<file path="src/rtl/mem_access_ctrl_pkg.sv">
// Shared definitions for the memory access controller.
//  state_e : FSM state encodings (3-bit, IDLE = 0)
//  op_e    : latched transaction type (read = 0 so reset selects read)
//  MDR_SEL_MEM / MDR_SEL_BUS : MDR input mux select values
package mem_access_ctrl_pkg;

  typedef enum logic [2:0] {
    S_IDLE    = 3'd0,
    S_ADDR    = 3'd1,
    S_RD_WAIT = 3'd2,
    S_RD_CAP  = 3'd3,
    S_WR_WAIT = 3'd4,
    S_DONE    = 3'd5,
    S_ERR     = 3'd6
  } state_e;

  typedef enum logic {
    OP_RD = 1'b0,
    OP_WR = 1'b1
  } op_e;

  localparam logic MDR_SEL_MEM = 1'b1;
  localparam logic MDR_SEL_BUS = 1'b0;

endpackage

</file>
<file path="src/rtl/mem_access_ctrl_wait_timer.sv">
// Wait-cycle counter for the memory access controller.
//  clk, clr : clock and synchronous active-high reset
//  clear    : force the count back to 0 (takes priority over incr)
//  incr     : advance the count by one
//  tc       : terminal count, high while the count equals TIMEOUT-1
// The controller only increments while tc is low, so the count never wraps.
module mem_access_ctrl_wait_timer #(
  parameter int TIMEOUT = 8
) (
  input  logic clk,
  input  logic clr,
  input  logic clear,
  input  logic incr,
  output logic tc
);

  localparam int CNT_W = $clog2(TIMEOUT + 1);
  localparam logic [CNT_W-1:0] CNT_LAST = CNT_W'(TIMEOUT - 1);

  logic [CNT_W-1:0] cnt_q;
  logic [CNT_W-1:0] cnt_d;

  always_comb begin
    cnt_d = cnt_q;
    if (clear) begin
      cnt_d = '0;
    end else if (incr) begin
      cnt_d = cnt_q + CNT_W'(1);
    end
  end

  always_ff @(posedge clk) begin
    if (clr) begin
      cnt_q <= '0;
    end else begin
      cnt_q <= cnt_d;
    end
  end

  assign tc = (cnt_q == CNT_LAST);

endmodule

</file>
<file path="src/rtl/mem_access_ctrl.sv">
// Memory access controller: sequences one read or write through the MAR/MDR
// pair and waits on mem_ready with a bounded timeout.
//  clk, clr          : clock and synchronous active-high reset
//  rd_req, wr_req    : transaction requests, sampled only in IDLE (read wins)
//  mem_ready         : memory completed the access (only looked at in wait states)
//  mar_en, mdr_en    : MAR / MDR load enables
//  mdr_sel           : MDR mux select, 1 = memory data, 0 = internal bus
//  mem_rd, mem_wr    : memory strobes
//  busy              : high whenever not IDLE
//  done, err         : one-cycle completion / timeout pulses
// All outputs are a Moore decode of the state and latched op.
import mem_access_ctrl_pkg::*;

module mem_access_ctrl #(
  parameter int TIMEOUT = 8
) (
  input  logic clk,
  input  logic clr,
  input  logic rd_req,
  input  logic wr_req,
  input  logic mem_ready,
  output logic mar_en,
  output logic mdr_en,
  output logic mdr_sel,
  output logic mem_rd,
  output logic mem_wr,
  output logic busy,
  output logic done,
  output logic err
);

  state_e state_q;
  state_e state_d;
  op_e    op_q;
  op_e    op_d;

  logic timer_clear;
  logic timer_incr;
  logic timer_tc;

  mem_access_ctrl_wait_timer #(
    .TIMEOUT(TIMEOUT)
  ) u_wait_timer (
    .clk  (clk),
    .clr  (clr),
    .clear(timer_clear),
    .incr (timer_incr),
    .tc   (timer_tc)
  );

  // Next-state logic. In the wait states mem_ready is checked before the
  // timeout flag so a response on the last allowed cycle still completes.
  always_comb begin
    state_d     = state_q;
    op_d        = op_q;
    timer_clear = 1'b0;
    timer_incr  = 1'b0;
    case (state_q)
      S_IDLE: begin
        if (rd_req) begin
          state_d = S_ADDR;
          op_d    = OP_RD;
        end else if (wr_req) begin
          state_d = S_ADDR;
          op_d    = OP_WR;
        end
      end
      S_ADDR: begin
        timer_clear = 1'b1;
        state_d     = (op_q == OP_RD) ? S_RD_WAIT : S_WR_WAIT;
      end
      S_RD_WAIT: begin
        if (mem_ready) begin
          state_d = S_RD_CAP;
        end else if (timer_tc) begin
          state_d = S_ERR;
        end else begin
          timer_incr = 1'b1;
        end
      end
      S_RD_CAP: state_d = S_DONE;
      S_WR_WAIT: begin
        if (mem_ready) begin
          state_d = S_DONE;
        end else if (timer_tc) begin
          state_d = S_ERR;
        end else begin
          timer_incr = 1'b1;
        end
      end
      S_DONE:  state_d = S_IDLE;
      S_ERR:   state_d = S_IDLE;
      default: state_d = S_IDLE;
    endcase
  end

  always_ff @(posedge clk) begin
    if (clr) begin
      state_q <= S_IDLE;
      op_q    <= OP_RD;
    end else begin
      state_q <= state_d;
      op_q    <= op_d;
    end
  end

  // Output decode. A write loads the MDR from the bus in ADDR, alongside the
  // MAR, so the data is in place before the write strobe starts.
  always_comb begin
    mar_en  = 1'b0;
    mdr_en  = 1'b0;
    mdr_sel = MDR_SEL_BUS;
    mem_rd  = 1'b0;
    mem_wr  = 1'b0;
    busy    = (state_q != S_IDLE);
    done    = 1'b0;
    err     = 1'b0;
    case (state_q)
      S_ADDR: begin
        mar_en = 1'b1;
        if (op_q == OP_WR) begin
          mdr_en  = 1'b1;
          mdr_sel = MDR_SEL_BUS;
        end
      end
      S_RD_WAIT: mem_rd = 1'b1;
      S_RD_CAP: begin
        mdr_en  = 1'b1;
        mdr_sel = MDR_SEL_MEM;
      end
      S_WR_WAIT: mem_wr = 1'b1;
      S_DONE:    done   = 1'b1;
      S_ERR:     err    = 1'b1;
      default: ;
    endcase
  end

endmodule

</file>
<file path="config.mk">
export PLATFORM = sky130hd
export DESIGN_NAME = mem_access_ctrl
export DESIGN_NICKNAME = d
export VERILOG_FILES = /design/src/rtl/mem_access_ctrl_pkg.sv /design/src/rtl/mem_access_ctrl_wait_timer.sv /design/src/rtl/mem_access_ctrl.sv
export SDC_FILE = /design/constraint.sdc
export NUM_CORES = 1
export LEC_CHECK = 0
export ABC_AREA = 1
export BUFFER_PORTS_ARGS = -buffer_cell sky130_fd_sc_hd__buf_4
export CORE_MARGIN = 3
export CORE_UTILIZATION = 35
export DETAILED_ROUTE_END_ITERATION = 12
export GPL_TIMING_DRIVEN = 0
export SYNTH_ARGS = -nofsm -noshare
export SYNTH_HDL_FRONTEND = slang
export SYNTH_HIERARCHICAL = 1
export SYNTH_SLANG_ARGS = --single-unit
</file>
<file path="constraint.sdc">
create_clock -name clk -period 1.41 [get_ports clk]
set_input_delay 0.282 -clock clk [delete_from_list [all_inputs] [get_ports clk]]
set_output_delay 0.282 -clock clk [all_outputs]
set_load 0.05 [all_outputs]
</file>
* Word-level counts from Yosys, hierarchy flattened *
Index checks and enable logic that the tools add are counted.

word-level totals
  bits of input ports = 5
  flip-flop bits (word level) = 8
  output and inout bits = 8

operators by class
  equal/unequal tests = 8
  reduce and logical (&&, ||, !) cells = 6
  mux-type cells = 20
  add/sub/neg operators = 1

operators with widths
  operator                                                               number
  3-bit 2-to-1 mux                                                       6
  3-bit one-hot mux with 5 select lines                                  1
  1-bit 2-to-1 mux                                                       12
  3-bit equality test, second input constant                             3
  3-bit by 2-bit equality test with 1-bit output, second input constant  2
  4-bit by 1-bit adder with 4-bit output, second input constant          1
  4-bit by 3-bit equality test with 1-bit output, second input constant  1
  2-bit OR reduction                                                     2
  3-bit by 1-bit equality test with 1-bit output, second input constant  1
  3-bit logical NOT                                                      1
  3-bit inequality test, second input constant                           1
  3-bit nonzero test                                                     1
  1-bit one-hot mux with 2 select lines                                  1
  2-bit AND reduction                                                    1
  2-bit nonzero test                                                     1

* Longest topological paths before layout *
Gate-level depths: netlist of the first run.

  word-level depth = 4
  mapped depth = 11

* Hierarchy *
Netlist of the first run, hierarchy kept.

by module, submodules not included
  module                      area an instance (um^2)  times used  cells an instance  sequential area each (um^2)
  mem_access_ctrl             320.3                    1           53                 80.1
  mem_access_ctrl_wait_timer  173.9                    1           24                 80.1

* Worst setup path after synthesis of the first run *
No wires, ideal clock.

  path type = register to register
  start = register state_q[0]
  end = register u_wait_timer.cnt_q[1]
  slack = -0.679 ns
  arrival = 1.956 ns
  stages on the path, launching flop included = 6
  setup time = 0.133 ns
  period minus slack after synthesis = 2.089 ns
  cells stage by stage = dfxtp_1 > inv_2 > nor3_1 > nor2_1 > o21ai_0 > a21oi_1

on the way
  longest elaborated chain between the ends = 3
  elaborated cells between the ends (all ways) = 7
  classes of those cells = eq/ne: 3; mux: 2; reduce/logical: 2

ends and longest elaborated chain
  item                                            line                              text
  start: declaration                              mem_access_ctrl.sv:32             state_e state_q;
  start signal: assignment                        mem_access_ctrl.sv:102            state_q <= state_d;
  3-bit by 1-bit equality test with 1-bit output  -
  1-bit 2-to-1 mux                                -
  named net mar_en                                mem_access_ctrl.sv:22             output logic mar_en,
  2-bit OR reduction (no line)                    -
  end signal: assignment                          mem_access_ctrl_wait_timer.sv:36  cnt_q <= cnt_d;
  end: declaration                                mem_access_ctrl_wait_timer.sv:20  logic [CNT_W-1:0] cnt_q;

The timed path passes the listed nets, and every way through them passes these cells.
A chain may end at the register's enable or synchronous reset.

* Worst setup path after layout of the first run *
  start = register state_q[1]
  end = register u_wait_timer.cnt_q[3]

on the way
  longest elaborated chain between the ends = 3
  elaborated cells between the ends (all ways) = 7
  classes of those cells = eq/ne: 3; mux: 2; reduce/logical: 2

ends and longest elaborated chain
  item                                                                                   line                   text
  3-bit equality test or 3-bit by 2-bit equality test with 1-bit output (tied branches)  mem_access_ctrl.sv:58  case (state_q)
  2-bit OR reduction (no line) (*)                                                       -
  1-bit 2-to-1 mux (*)                                                                   -
  named net timer_incr                                                                   mem_access_ctrl.sv:38  logic timer_incr;

Mark *: on every way through the listed nets, which the timed path passes. The rest lies on a longest branch.

==> results.txt, run 1 <==
status: finished, violations left
failing checks: negative setup slack
pwr dens: 2290 nW/µm²
Hold WC Path Type: in2reg
Arrival @ worst endpoint: 1.59 ns
via-per-instance ratio: 4.76
largest net degree at the start of global routing: 10
row count: 12
simple-gate share of the synthesized area: 42.0%
period utilization: 101%
Hold Path Stages: 2
Core Area: 1220 µm²
Placed Area: 623 µm²
Mapped Nets: 83
reported max-cap violation count: 0
first-pass GRT wire length: 1760 µm
Worst Skew: 0.00572 ns
final setup fails: 2
final hold slack: 0.222 ns
Die Footprint: 1900 µm²
Total Power: 1.83 mW
vias in the first global route: 392
post-synthesis sequential area ratio: 32.4%
Syn Inst Count: 77
design area: 797 µm²
worst-case reg-to-reg path depth: 11
FMAX: 699 MHz
# port buffers: 12
synthesized area per cell: 6.42 µm²
Compound-Gate Fraction of Synth Area: 12.4%
area delta synth->final: 61.3%
cts bufs inserted: 3
R2R setup slack: -0.02 ns
Die W: 43.6 µm
H-Tree Depth: 1
Ant. Diodes: 0
Req. time, crit path: 1.57 ns
clock-pin slew on the worst setup and hold paths: 0.06 ns
RSZ-0062 raised after global routing: yes
worst slew pin tran: 0.229 ns
DR vias: 543
Hold Vio Cnt, Final: 0
synthesized area: 494 µm²
FF-to-FF End: u_wait_timer/cnt_q[3]
crit end category: flip-flop
CP startpoint: state_q[1]
critical path class: reg2reg
Final #Nets: 108
Detailed Place HPWL: 775 µm
DRC viols: 0
Yosys cell types: 19
Pleak: 0.380 nW
initial antenna violation count: 0
Reg-to-Reg Start: state_q[1]
post-synthesis mux area share: 0%
Placer Congestion: 0.760
Synth Area in Adders: 2.53%
Yosys warnings: 6
clock sink count: 8
xor-xnor portion of the synthesized cell area: 0%
Initial Util: 40.6%
io pins: 13
die height: 43.6 µm
leading area contributor after synthesis: dfxtp_1
drt pass-1 iters: 4
Post-Route WL: 1300 µm
TritonCTS clock tree: built
share of post-route cells with drive strength above 1: 45.0%
pins over their slew limit: 0
main area contributors after synthesis: dfxtp_1 32%, nor2_1 13%, nand2_1 11%
worst vdd ir: 1.49 mV
post-route worst setup slack: -0.0199 ns
clock root buffer master: clkbuf_4
GRT Residual Overflow: 0
Final min period: 1.43 ns
Crit Path Max Fanout: 9
largest family of logic cells by synthesized area: simple AND/OR/NAND/NOR gates
Overall Global Routing Usage: 12.7%
antenna-violating nets left: 0
Max clock buf depth: 2
Worst Setup Start Kind: flip-flop
Worst-Skew Late Latency: 0.26 ns
slew margin rel.: 84.7%
routed len/inst: 11.4 µm
share of the synthesized area in the top cell type: 32.4%
Initial DRC Count: 5
#FFs+latches synth: 8
Worst Setup EP: u_wait_timer/cnt_q[3]
## layer usage
layer | vias up | share of wire, % | GRT usage (%)
met2 | 15 | 47 | 17.4
li1 | 287 | - | -
met1 | 236 | 46 | 16.4
met5 | - | 0 | 0
met3 | 5 | 5.1 | 7.88
met4 | 0 | 2.0 | 3.61
## worst min-delay path by stage
| stage | startpoint | slack, ns | endpoint |
|---|---|---|---|
| 3_5_place_dp | op_q | 0.46 | op_q |
| 2_1_floorplan | clr | 0.35 | state_q[1] |
| 5_1_grt | clr | 0.21 | state_q[2] |
| 3_3_place_gp | op_q | 0.45 | op_q |
| 6_report | clr | 0.22 | state_q[1] |
| 4_1_cts | clr | 0.22 | state_q[2] |
## stage by stage
step,setup TNS [ns],util (%),setup WS [ns],cells
6_report,-0.0354,65.5,-0.0199,114
3_3_place_gp,-0.0718,51.2,-0.0718,103
2_1_floorplan,-0.0395,-,-0.0395,77
4_1_cts,-0.0553,56.7,-0.0199,108
3_5_place_dp,-0.0768,51.2,-0.0768,103
5_1_grt,-0.362,65.5,-0.0960,114
## where the power goes
part	leakage [nW]	total [mW]	internal [mW]	switching, mW
sequential	0.0666	0.382	0.300	0.0814
combinational	0.300	1.26	0.507	0.756
clock	0.0138	0.183	0.0979	0.0850
## Yosys cell counts
library cell  count
a21oi_1           4
a21oi_2           1
buf_6             1
dfxtp_1           8
ha_1              1
inv_1             9
inv_2             2
nand2_1          14
nand2_2           4
nand3_1           3
nand3_2           1
nand3b_1          1
nor2_1           17
nor2_2            2
nor2_4            1
nor3_1            2
o21ai_0           3
o21ai_1           2
o21bai_1          1
## flip-flops by register name (all words and copies together), names as in the netlist
register            count
op_q                    1
state_q                 3
u_wait_timer/cnt_q      4
## layout by cell type, fill, tap and decap left out, types with 2 or more instances in the layout
| master | instances |
|---|---|
| clkbuf_4 | 3 |
| nor2_4 | 4 |
| buf_4 | 12 |
| a21oi_1 | 4 |
| inv_2 | 2 |
| nand2_4 | 2 |
| buf_6 | 8 |
| dfxtp_1 | 6 |
| dfxtp_4 | 2 |
| nand3_1 | 3 |
| nand2_1 | 13 |
| nand2_2 | 3 |
| nor2_2 | 2 |
| nor2_1 | 14 |
| inv_1 | 7 |
| o21ai_0 | 3 |
| o21ai_1 | 2 |
## cell families after synthesis
logic type	Yosys count
buffers and inverters	12
flip-flops	8
AND/OR/NAND/NOR	45
AO/OA/AOI/OAI	11
adder cells (fa/ha/maj)	1
## critical path: stages (launching register included)
cell and delay, ns:
dfxtp_1 0.30, buf_6 0.14, nor2_4 0.13, nand2_4 0.09, nand2_4 0.08, nand2_2 0.06, nor2_4 0.15, nand2_1 0.08
nor2_2 0.11, nand2_1 0.07, nand2_1 0.06, nor2_1 0.03
## timing repair
action | in CTS | in global routing
hold endpoints to repair | 0 | 0
endpoints found under the setup margin | 9 | 14
setup buffers | 2 | 6
pin swaps | 1 | 5
gates resized for setup | 10 | 18
hold buffers | 0 | 0
## area by class of cell
type	instances	area, µm²
clock buffer	3	22.5
multi-input combinational	57	340
fill	105	419
timing repair buffer	20	184
sequential	8	168
tap	14	17.5
inverter	11	53.8
buffer	1	11.3
Power figures use the tool's default switching activity.
==> run 2: changes to the inputs <==
--- a/config.mk
+++ b/config.mk
@@ -11,6 +11,7 @@
 export CORE_UTILIZATION = 35
 export DETAILED_ROUTE_END_ITERATION = 12
 export GPL_TIMING_DRIVEN = 0
+export SKIP_LAST_GASP = 1
 export SYNTH_ARGS = -nofsm -noshare
 export SYNTH_HDL_FRONTEND = slang
 export SYNTH_HIERARCHICAL = 1
==> run 2 against run 1 <==
  * The flow still finishes with violations (negative setup slack)
  * Via count is 2.6% lower
  * Sequential share of layout area is 0.23 points higher
  * Global-route usage is 0.17 points lower
  * Critical endpoint unchanged
  * Sequential power hardly changed
  * Power is 1.1% lower
==> results.txt, run 2 (same netlist as run 1, synthesis figures left out) <==
FMAX: 696 MHz (-0.43%)
Die W: 43.6 µm (unchanged)
cell family with most CP delay: simple AND/OR/NAND/NOR gates
largest net degree at the start of global routing: 10 (unchanged)
slew margin rel.: 84.6% (-0.086 points)
Final min period: 1.44 ns (+0.00623 ns)
Worst Skew: 0.00467 ns (-0.00105 ns)
Cell Chain, Critical Path: buf_6, nor2_4, nand2_4, nand2_4, nand2_2, nor2_4, nand2_1, nor2_2, nand2_1, nand2_1, nor2_1
Req. time, crit path: 1.56 ns (about the same)
crit end category: flip-flop
die height: 43.6 µm (unchanged)
clock-pin slew on the worst setup and hold paths: 0.06 ns (about the same)
area delta synth->final: 59.5%
Crit Path Max Fanout: 9 (unchanged)
pins over their slew limit: 0 (unchanged)
status: finished, violations left
Arrival @ worst endpoint: 1.59 ns (about the same)
vias in the first global route: 389 (-0.77%)
Initial Util: 40.6% (unchanged)
row count: 12 (unchanged)
DRC viols: 0 (unchanged)
drt pass-1 iters: 4 (unchanged)
Hold WC Path Type: in2reg
Hold Vio Cnt, Final: 0 (unchanged)
failing checks: negative setup slack
worst vdd ir: 1.35 mV (-9.5%)
worst slew pin tran: 0.230 ns (+0.00129 ns)
reported max-cap violation count: 0 (unchanged)
Pleak: 0.378 nW (-0.70%)
CP peak stage delay: 0.30 ns (about the same)
H-Tree Depth: 1 (unchanged)
Final #Nets: 107 (-0.93%)
via-per-instance ratio: 4.68 (-1.7%)
io pins: 13 (unchanged)
switch share: 49.7% (-0.77 points)
internal power: 0.908 mW (+0.41%)
Total Power: 1.81 mW (-1.1%)
commonest non-fill, non-tap cell in the layout: nor2_1
first-pass GRT wire length: 1750 µm (-0.80%)
clock root buffer master: clkbuf_4
Post-Route WL: 1210 µm (-7.6%)
pwr dens: 2290 nW/µm² (about the same)
RSZ-0062 raised after global routing: yes
GRT Residual Overflow: 0 (unchanged)
Biggest register: u_wait_timer/cnt_q
Worst-Skew Late Latency: 0.26 ns (about the same)
post-route worst setup slack: -0.0262 ns (-0.00623 ns)
most frequent cells in the layout: 14 x nor2_1, 13 x nand2_1, 11 x buf_4, 8 x inv_1, 7 x buf_6
# port buffers: 12 (unchanged)
Initial DRC Count: 6 (+1)
Net Sw Power: 0.898 mW (-2.6%)
Placer Congestion: 0.760 (unchanged)
Flop pwr share: 21.1% (+0.2 points)
share of post-route cells with drive strength above 1: 43.4% (-1.6 points)
Crit-path slowest cell: dfxtp_1
combinational share of power: 69.1% (about the same)
Overall Global Routing Usage: 12.5% (-0.17 points)
routed len/inst: 10.7 µm (-6.8%)
period utilization: 102% (+0.44 points)
TritonCTS clock tree: built
Die Footprint: 1900 µm² (unchanged)
antenna-violating nets left: 0 (unchanged)
final setup fails: 2 (unchanged)
Clock power frac: 9.8% (-0.2 points)
DR vias: 529 (-2.6%)
number of buffer and inverter instances along the worst setup path: 1 (unchanged)
Largest register FFs: 4 (unchanged)
Largest regs: u_wait_timer/cnt_q (4), state_q (3), op_q (1)
Detailed Place HPWL: 775 µm (unchanged)
hold buffer count at CTS: 0 (unchanged)
Ant. Diodes: 0 (unchanged)
Core Area: 1220 µm² (unchanged)
critical path class: reg2reg
most frequent CP cell: nand2_1
initial antenna violation count: 0 (unchanged)
cts bufs inserted: 3 (unchanged)
final hold slack: 0.226 ns (+0.00356 ns)
clock sink count: 8 (unchanged)
Worst Setup Start Kind: flip-flop
Max clock buf depth: 2 (unchanged)
run 2: cell types whose count changed in the layout (fill, tap and decap cells not counted), sizes merged:
cell	previous run	this run
buf	21	20
run 2: area by class of cell:
class                      count  area [µm²]
clock buffer                   3        22.5
fill                         103         428
multi-input combinational     57         335
timing repair buffer          19         180
tap                           14        17.5
inverter                      11        53.8
buffer                         1        11.3
sequential                     8         168
run 2: worst reg2reg max path: stages, from the launching register on:
cell and delay (ns):
dfxtp_1 0.30, buf_6 0.14, nor2_4 0.14, nand2_4 0.10, nand2_4 0.09, nand2_2 0.06
nor2_4 0.15, nand2_1 0.08, nor2_2 0.11, nand2_1 0.07, nand2_1 0.06, nor2_1 0.03
run 2: final timing paths:
| check | end | start | cells past startpoint | slack (ns) |
|---|---|---|---|---|
| setup / recovery | u_wait_timer/cnt_q[3] | state_q[1] | 11 | -0.03 |
| hold / removal | state_q[2] | clr | 2 | 0.23 |
| setup reg to reg | u_wait_timer/cnt_q[3] | state_q[1] | 11 | -0.03 |
| hold reg to reg | op_q | op_q | 2 | 0.46 |
run 2: per-stage QoR:
stage	setup TNS [ns]	cells	worst slack (ns)	utilization, %	instance area (µm²)
2_1_floorplan	-0.0395	77	-0.0395	-	515
3_3_place_gp	-0.0718	103	-0.0718	51.2	623
3_5_place_dp	-0.0768	103	-0.0768	51.2	623
4_1_cts	-0.0928	108	-0.0381	56.1	682
5_1_grt	-0.361	113	-0.0923	64.8	788
6_report	-0.0482	113	-0.0262	64.8	788
run 2: routing by layer:
metal / GRT usage [%] / up-vias / part of all wire [%]
met5: 0 / - / 0
met1: 16.7 / 230 / 47
met4: 3.61 / 0 / 0.33
met3: 7.88 / 2 / 5.1
met2: 16.6 / 11 / 47
li1: - / 286 / -
run 2: repair_timing:
item	CTS	global route
gates resized for setup	8	19
cloned	0	0
setup endpoints to repair	9	15
setup buffers	2	5
pin swaps	1	5
run 2: power groups by stage:
| stage | registers (mW) | clock network (mW) | logic [mW] |
|---|---|---|---|
| after floorplan | 0.341 | 0 | 0.740 |
| after global placement | 0.348 | 0 | 0.939 |
| after detailed placement | 0.348 | 0 | 0.939 |
| after CTS | 0.354 | 0.190 | 1.01 |
| after global routing | 0.390 | 0.204 | 1.33 |
| final | 0.381 | 0.177 | 1.25 |
